$ cat src/rtl/dtim_arb_pkg.sv
// Shared types for the DTIM port arbiter.
//   owner_e    : which requester issued an in-flight access
//   inflight_t : one owner-pipeline entry {valid, owner, is_write}
package dtim_arb_pkg;

    typedef enum logic {
        OWNER_CORE,
        OWNER_DMA
    } owner_e;

    typedef struct packed {
        logic   valid;
        owner_e owner;
        logic   is_write;
    } inflight_t;

endpackage

$ cat src/rtl/dtim_arb_resp_pipe.sv
// Owner pipeline: a DEPTH-stage shift register of in-flight access records, so each
// response can be routed to its issuer exactly DEPTH cycles after the access was granted.
// Ports:
//   clock   : sole clock
//   reset   : synchronous, active-high; clears every stage (drops in-flight accesses)
//   entry_i : record for the access granted this cycle (valid = 0 when idle)
//   entry_o : record leaving the pipeline this cycle
module dtim_arb_resp_pipe
    import dtim_arb_pkg::*;
#(
    parameter int unsigned DEPTH = 1
) (
    input  logic      clock,
    input  logic      reset,
    input  inflight_t entry_i,
    output inflight_t entry_o
);

    inflight_t stage_q [DEPTH];

    always_ff @(posedge clock) begin
        if (reset) begin
            for (int i = 0; i < DEPTH; i++) begin
                stage_q[i] <= '0;
            end
        end else begin
            stage_q[0] <= entry_i;
            for (int i = 1; i < DEPTH; i++) begin
                stage_q[i] <= stage_q[i-1];
            end
        end
    end

    assign entry_o = stage_q[DEPTH-1];

endmodule

$ cat src/rtl/dtim_port_arbiter.sv
// Shares the single-port DTIM RAM between the core data port (primary) and the debug/DMA
// loader port (secondary). One access per cycle; request handshake is combinational and
// responses come back MEM_LATENCY cycles after acceptance on the issuer's response port.
// Ports:
//   clock, reset              : clock, synchronous active-high reset
//   core_req_* / dma_req_*    : valid/ready request with write, addr, wdata, wmask
//   core_resp_* / dma_resp_*  : one-cycle response pulse; rdata is 0 for write acks
//   mem_en/we/addr/wdata      : RAM port driven by the granted requester
//   mem_rdata                 : RAM read data, valid MEM_LATENCY cycles after mem_en
module dtim_port_arbiter
    import dtim_arb_pkg::*;
#(
    parameter int unsigned ADDR_WIDTH   = 12,
    parameter int unsigned DATA_WIDTH   = 32,
    parameter int unsigned MEM_LATENCY  = 1,
    parameter int unsigned STARVE_LIMIT = 4
) (
    input  logic                    clock,
    input  logic                    reset,

    input  logic                    core_req_valid,
    output logic                    core_req_ready,
    input  logic                    core_req_write,
    input  logic [ADDR_WIDTH-1:0]   core_req_addr,
    input  logic [DATA_WIDTH-1:0]   core_req_wdata,
    input  logic [DATA_WIDTH/8-1:0] core_req_wmask,
    output logic                    core_resp_valid,
    output logic [DATA_WIDTH-1:0]   core_resp_rdata,

    input  logic                    dma_req_valid,
    output logic                    dma_req_ready,
    input  logic                    dma_req_write,
    input  logic [ADDR_WIDTH-1:0]   dma_req_addr,
    input  logic [DATA_WIDTH-1:0]   dma_req_wdata,
    input  logic [DATA_WIDTH/8-1:0] dma_req_wmask,
    output logic                    dma_resp_valid,
    output logic [DATA_WIDTH-1:0]   dma_resp_rdata,

    output logic                    mem_en,
    output logic [DATA_WIDTH/8-1:0] mem_we,
    output logic [ADDR_WIDTH-1:0]   mem_addr,
    output logic [DATA_WIDTH-1:0]   mem_wdata,
    input  logic [DATA_WIDTH-1:0]   mem_rdata
);

    localparam int unsigned MASK_WIDTH = DATA_WIDTH / 8;
    localparam int unsigned CNT_WIDTH  = $clog2(STARVE_LIMIT + 1);
    localparam logic [CNT_WIDTH-1:0] LIMIT = CNT_WIDTH'(STARVE_LIMIT);

    logic [CNT_WIDTH-1:0] starve_q, starve_d;
    logic                 grant_core, grant_dma;
    logic                 sel_write;
    inflight_t            push_entry, head_entry;

    // DMA wins when alone, or when it has been denied STARVE_LIMIT cycles in a row.
    // Grants are masked during reset so nothing is accepted or driven to the RAM.
    assign grant_dma  = ~reset & dma_req_valid & (~core_req_valid | (starve_q == LIMIT));
    assign grant_core = ~reset & core_req_valid & ~grant_dma;

    assign core_req_ready = grant_core;
    assign dma_req_ready  = grant_dma;

    always_comb begin
        mem_en    = grant_core | grant_dma;
        sel_write = 1'b0;
        mem_we    = '0;
        mem_addr  = '0;
        mem_wdata = '0;
        if (grant_dma) begin
            sel_write = dma_req_write;
            mem_we    = dma_req_wmask & {MASK_WIDTH{dma_req_write}};
            mem_addr  = dma_req_addr;
            mem_wdata = dma_req_wdata;
        end else if (grant_core) begin
            sel_write = core_req_write;
            mem_we    = core_req_wmask & {MASK_WIDTH{core_req_write}};
            mem_addr  = core_req_addr;
            mem_wdata = core_req_wdata;
        end
    end

    always_comb begin
        starve_d = starve_q;
        if (!dma_req_valid || grant_dma) begin
            starve_d = '0;
        end else if (starve_q != LIMIT) begin
            starve_d = starve_q + 1'b1;
        end
    end

    always_ff @(posedge clock) begin
        if (reset) begin
            starve_q <= '0;
        end else begin
            starve_q <= starve_d;
        end
    end

    always_comb begin
        push_entry.valid    = mem_en;
        push_entry.owner    = grant_dma ? OWNER_DMA : OWNER_CORE;
        push_entry.is_write = sel_write;
    end

    dtim_arb_resp_pipe #(
        .DEPTH (MEM_LATENCY)
    ) u_resp_pipe (
        .clock   (clock),
        .reset   (reset),
        .entry_i (push_entry),
        .entry_o (head_entry)
    );

    // The head entry is suppressed during reset so an access already in flight is dropped.
    always_comb begin
        core_resp_valid = ~reset & head_entry.valid & (head_entry.owner == OWNER_CORE);
        dma_resp_valid  = ~reset & head_entry.valid & (head_entry.owner == OWNER_DMA);
        core_resp_rdata = (core_resp_valid & ~head_entry.is_write) ? mem_rdata : '0;
        dma_resp_rdata  = (dma_resp_valid & ~head_entry.is_write) ? mem_rdata : '0;
    end

endmodule

$ cat config.mk
export PLATFORM = sky130hd
export DESIGN_NAME = dtim_port_arbiter
export DESIGN_NICKNAME = d
export VERILOG_FILES = /design/src/rtl/dtim_arb_pkg.sv /design/src/rtl/dtim_arb_resp_pipe.sv /design/src/rtl/dtim_port_arbiter.sv
export SDC_FILE = /design/constraint.sdc
export NUM_CORES = 1
export LEC_CHECK = 0
export BUFFER_PORTS_ARGS = -buffer_cell sky130_fd_sc_hd__buf_2
export CORE_AREA = 2 2 98 100
export CTS_CLUSTER_DIAMETER = 200
export DETAILED_ROUTE_END_ITERATION = 12
export DIE_AREA = 0 0 100 102
export PLACE_DENSITY = 0.6
export SLEW_MARGIN = 15
export SYNTH_ARGS = -nofsm -noshare
export SYNTH_HDL_FRONTEND = slang
export SYNTH_SLANG_ARGS = --single-unit
$ cat constraint.sdc
create_clock -name clock -period 1.6 [get_ports clock]
set_clock_uncertainty 0.05 [all_clocks]
set_input_delay 0.32 -clock clock [delete_from_list [all_inputs] [get_ports clock]]
set_output_delay 0.32 -clock clock [all_outputs]
set_load 0.01 [all_outputs]
==> results_dict.tcl <==
set metrics [dict create \
    status "finished with violations" \
    violations "setup timing" \
    rows 35 \
    synth.most_common_cell "and2_1" \
    synth-seq-cells 6 \
    fin_util 0.410 \
    critPathArrivalTime_ns 1.62 \
    dieHeight_um 102 \
    drive_gt1_frac 0.850 \
    routed-via-count 2383 \
    crit_family "buffers and inverters" \
    grt_use_met1 0.172 \
    cts_sinks 6 \
    finalPower_mw 1.13 \
    async_flop_share 0 \
    synth_edf_count 0 \
    synth_cells 162 \
    cpMaxStageDelayCell "dfxtp_2" \
    syn_area_per_cell_um2 7.92 \
    pwr-share-seq 0.143 \
    slew_headroom 0.857 \
    final_cells 538 \
    die_w_um 100 \
    synth-seq-area-share 0.0936 \
    critPathRequiredTime_ns 1.23 \
    hold_viol_final 0 \
    crit_path_end_kind "primary output" \
    drc 0 \
    fin_ws_ns -0.393 \
    p_int_mw 0.751 \
    p_clk_frac 0.195 \
    grt_max_degree 46 \
    grt_pass1_vias 2262 \
    drtAntennaViolNets 0 \
    clk_pin_slew_worst_paths_ns 0.03 \
    yosysWarnings 0 \
    vias_per_cell 4.43 \
    path_max_fanout 31 \
    areaGrowthSynthToFinish_pct 191 \
    critPathKind "flip-flop to primary output" \
    core_mm2 0.00911 \
    combPwrFrac 0.663 \
    nets 565 \
    max_slew.worst_pin.slew_ns 0.213 \
    die-area_mm2 0.0102 \
    io_pins 251 \
    switching_share 0.338 \
    met3_usage 0.0369 \
    setup_viol 114 \
    htreeDepth 1 \
    wl_um 9490 \
    place_congestion 0.785 \
    wl_per_cell_um 17.6 \
    irDropWorstVdd_v 0.000609 \
    holdWs_ns 0.260 \
    grt_pass1_wl_um 11700 \
    overflow 0 \
    power_density_mw_per_mm2 304 \
    cts_tree "done" \
    grt_setup_unrepaired "yes" \
    root_buffer "clkbuf_8" \
    power.switching_mw 0.383 \
    synth.area.top_cells "and2_1 31%, a22o_1 30%, dfxtp_1 9.4%" \
    crit_chain "inv_2 > ha_4 > a21boi_4 > nor2b_4 > buf_12 > a22o_1 > buf_2" \
    ys.flop_type "dfxtp_1" \
    grt.busiest_layer "met2" \
    cp_slowest_stage_delay_ns 0.32 \
    portBuffers 250 \
    drtPass1Iterations 4 \
    track_usage 0.146 \
    min_period_over_period 1.25 \
    p_leak_nw 2.08 \
    use_met2 0.267 \
    initialDrtViolationCount 93 \
    clock_latency_ns 0.22 \
    hp-class "input port to flip-flop" \
    critPathLaunchType "flip-flop" \
    synth_nets 298 \
    drv_cap 0 \
    clockBufferDepth 2 \
    synthDistinctLibCells 22 \
    diodes 0 \
    slew_viol_final 0 \
    cts_made_buffers 3 \
    netlist_top_cells_count "64 x and2_1, 44 x a22o_1, 7 x nor2_1" \
    dp_cells 519 \
    fmax_mhz 502 \
    dp_hpwl_um 6110 \
    finalCriticalPeriod_ns 1.99 \
    synth_top_area_cell "and2_1" \
    synthDominantCellAreaShare 0.312 \
    mappedNetlistArea_mm2 0.00128 \
    crit_buf_inv 3 \
    initial_core_util 0.141 \
    antenna_found_initial 0 \
]
==> power by group through the flow <==
stage / sequential [mW] / combinational, mW / clock [mW]
global placement: 0.163 / 0.554 / 0
floorplan: 0.162 / 0.232 / 0
detailed placement: 0.163 / 0.560 / 0
global route: 0.162 / 0.796 / 0.239
finish: 0.162 / 0.751 / 0.220
CTS: 0.163 / 0.684 / 0.227
==> final cells by class <==
type                       instances  area, µm²
clock buffer                       3       41.3
sequential                         6        128
fill                             890       5380
tap                              111        139
inverter                           4       15.0
multi-input combinational        136       1230
timing repair buffer             278       2180
==> flip-flops by register name, indices dropped and copies added (netlist names) <==
| name | cells |
|---|---|
| u_resp_pipe.stage_q | 3 |
| starve_q | 3 |
==> cell usage in the layout, fill, tap and decap left out, drive strengths merged <==
master and count:
clkbuf 5, a32o 4, nor2b 3, ha 2, a22o 44, mux2i 1, nand2b 2, a21boi 1
and3 2, inv 4, nor2 7, nand2 1, nor3 2, and2 64, dfxtp 6, buf 276
a311oi 1, a31oi 1, a21o 1
==> worst paths after layout <==
check | start | endpoint | slack [ns] | cells after the start
worst max-delay path | starve_q[1] | mem_addr[5] | -0.39 | 7
worst min-delay path | reset | u_resp_pipe.stage_q[0][2] | 0.26 | 2
worst max register to register | starve_q[1] | u_resp_pipe.stage_q[0][0] | 0.32 | 6
worst min register to register | starve_q[0] | starve_q[0] | 0.51 | 2
==> kinds of logic after synthesis <==
| logic type | synth area share |
|---|---|
| mux | 0.00780 |
| compound gates | 0.379 |
| fa+ha+maj | 0.0195 |
| simple gates | 0.397 |
| flops | 0.0936 |
| buf+inv | 0.103 |
==> metrics by stage <==
step	setup slack (ns)	TNS [ns]	cell area, µm²
global route	-0.447	-31.90	3730
floorplan	0.00472	0	1300
global placement	-0.154	-4.34	2750
finish	-0.393	-25.04	3730
CTS	-0.377	-26.96	3460
detailed placement	-0.183	-7.03	2750
==> timing repair <==
item | 4_1_cts | 5_1_grt
setup endpoints to repair | 114 | 115
pin swaps | 63 | 5
setup buffers | 7 | 1
cloned | 6 | 3
resized for setup | 108 | 48
hold buffers | 0 | 0
==> layer usage <==
layer  vias to the layer above  routed length, µm
met3                        16                663
met4                         0                173
met1                      1121               3630
met2                       127               5030
met5                         -                  0
li1                       1119                  -
Note: power is estimated with default switching activity, not from simulation.
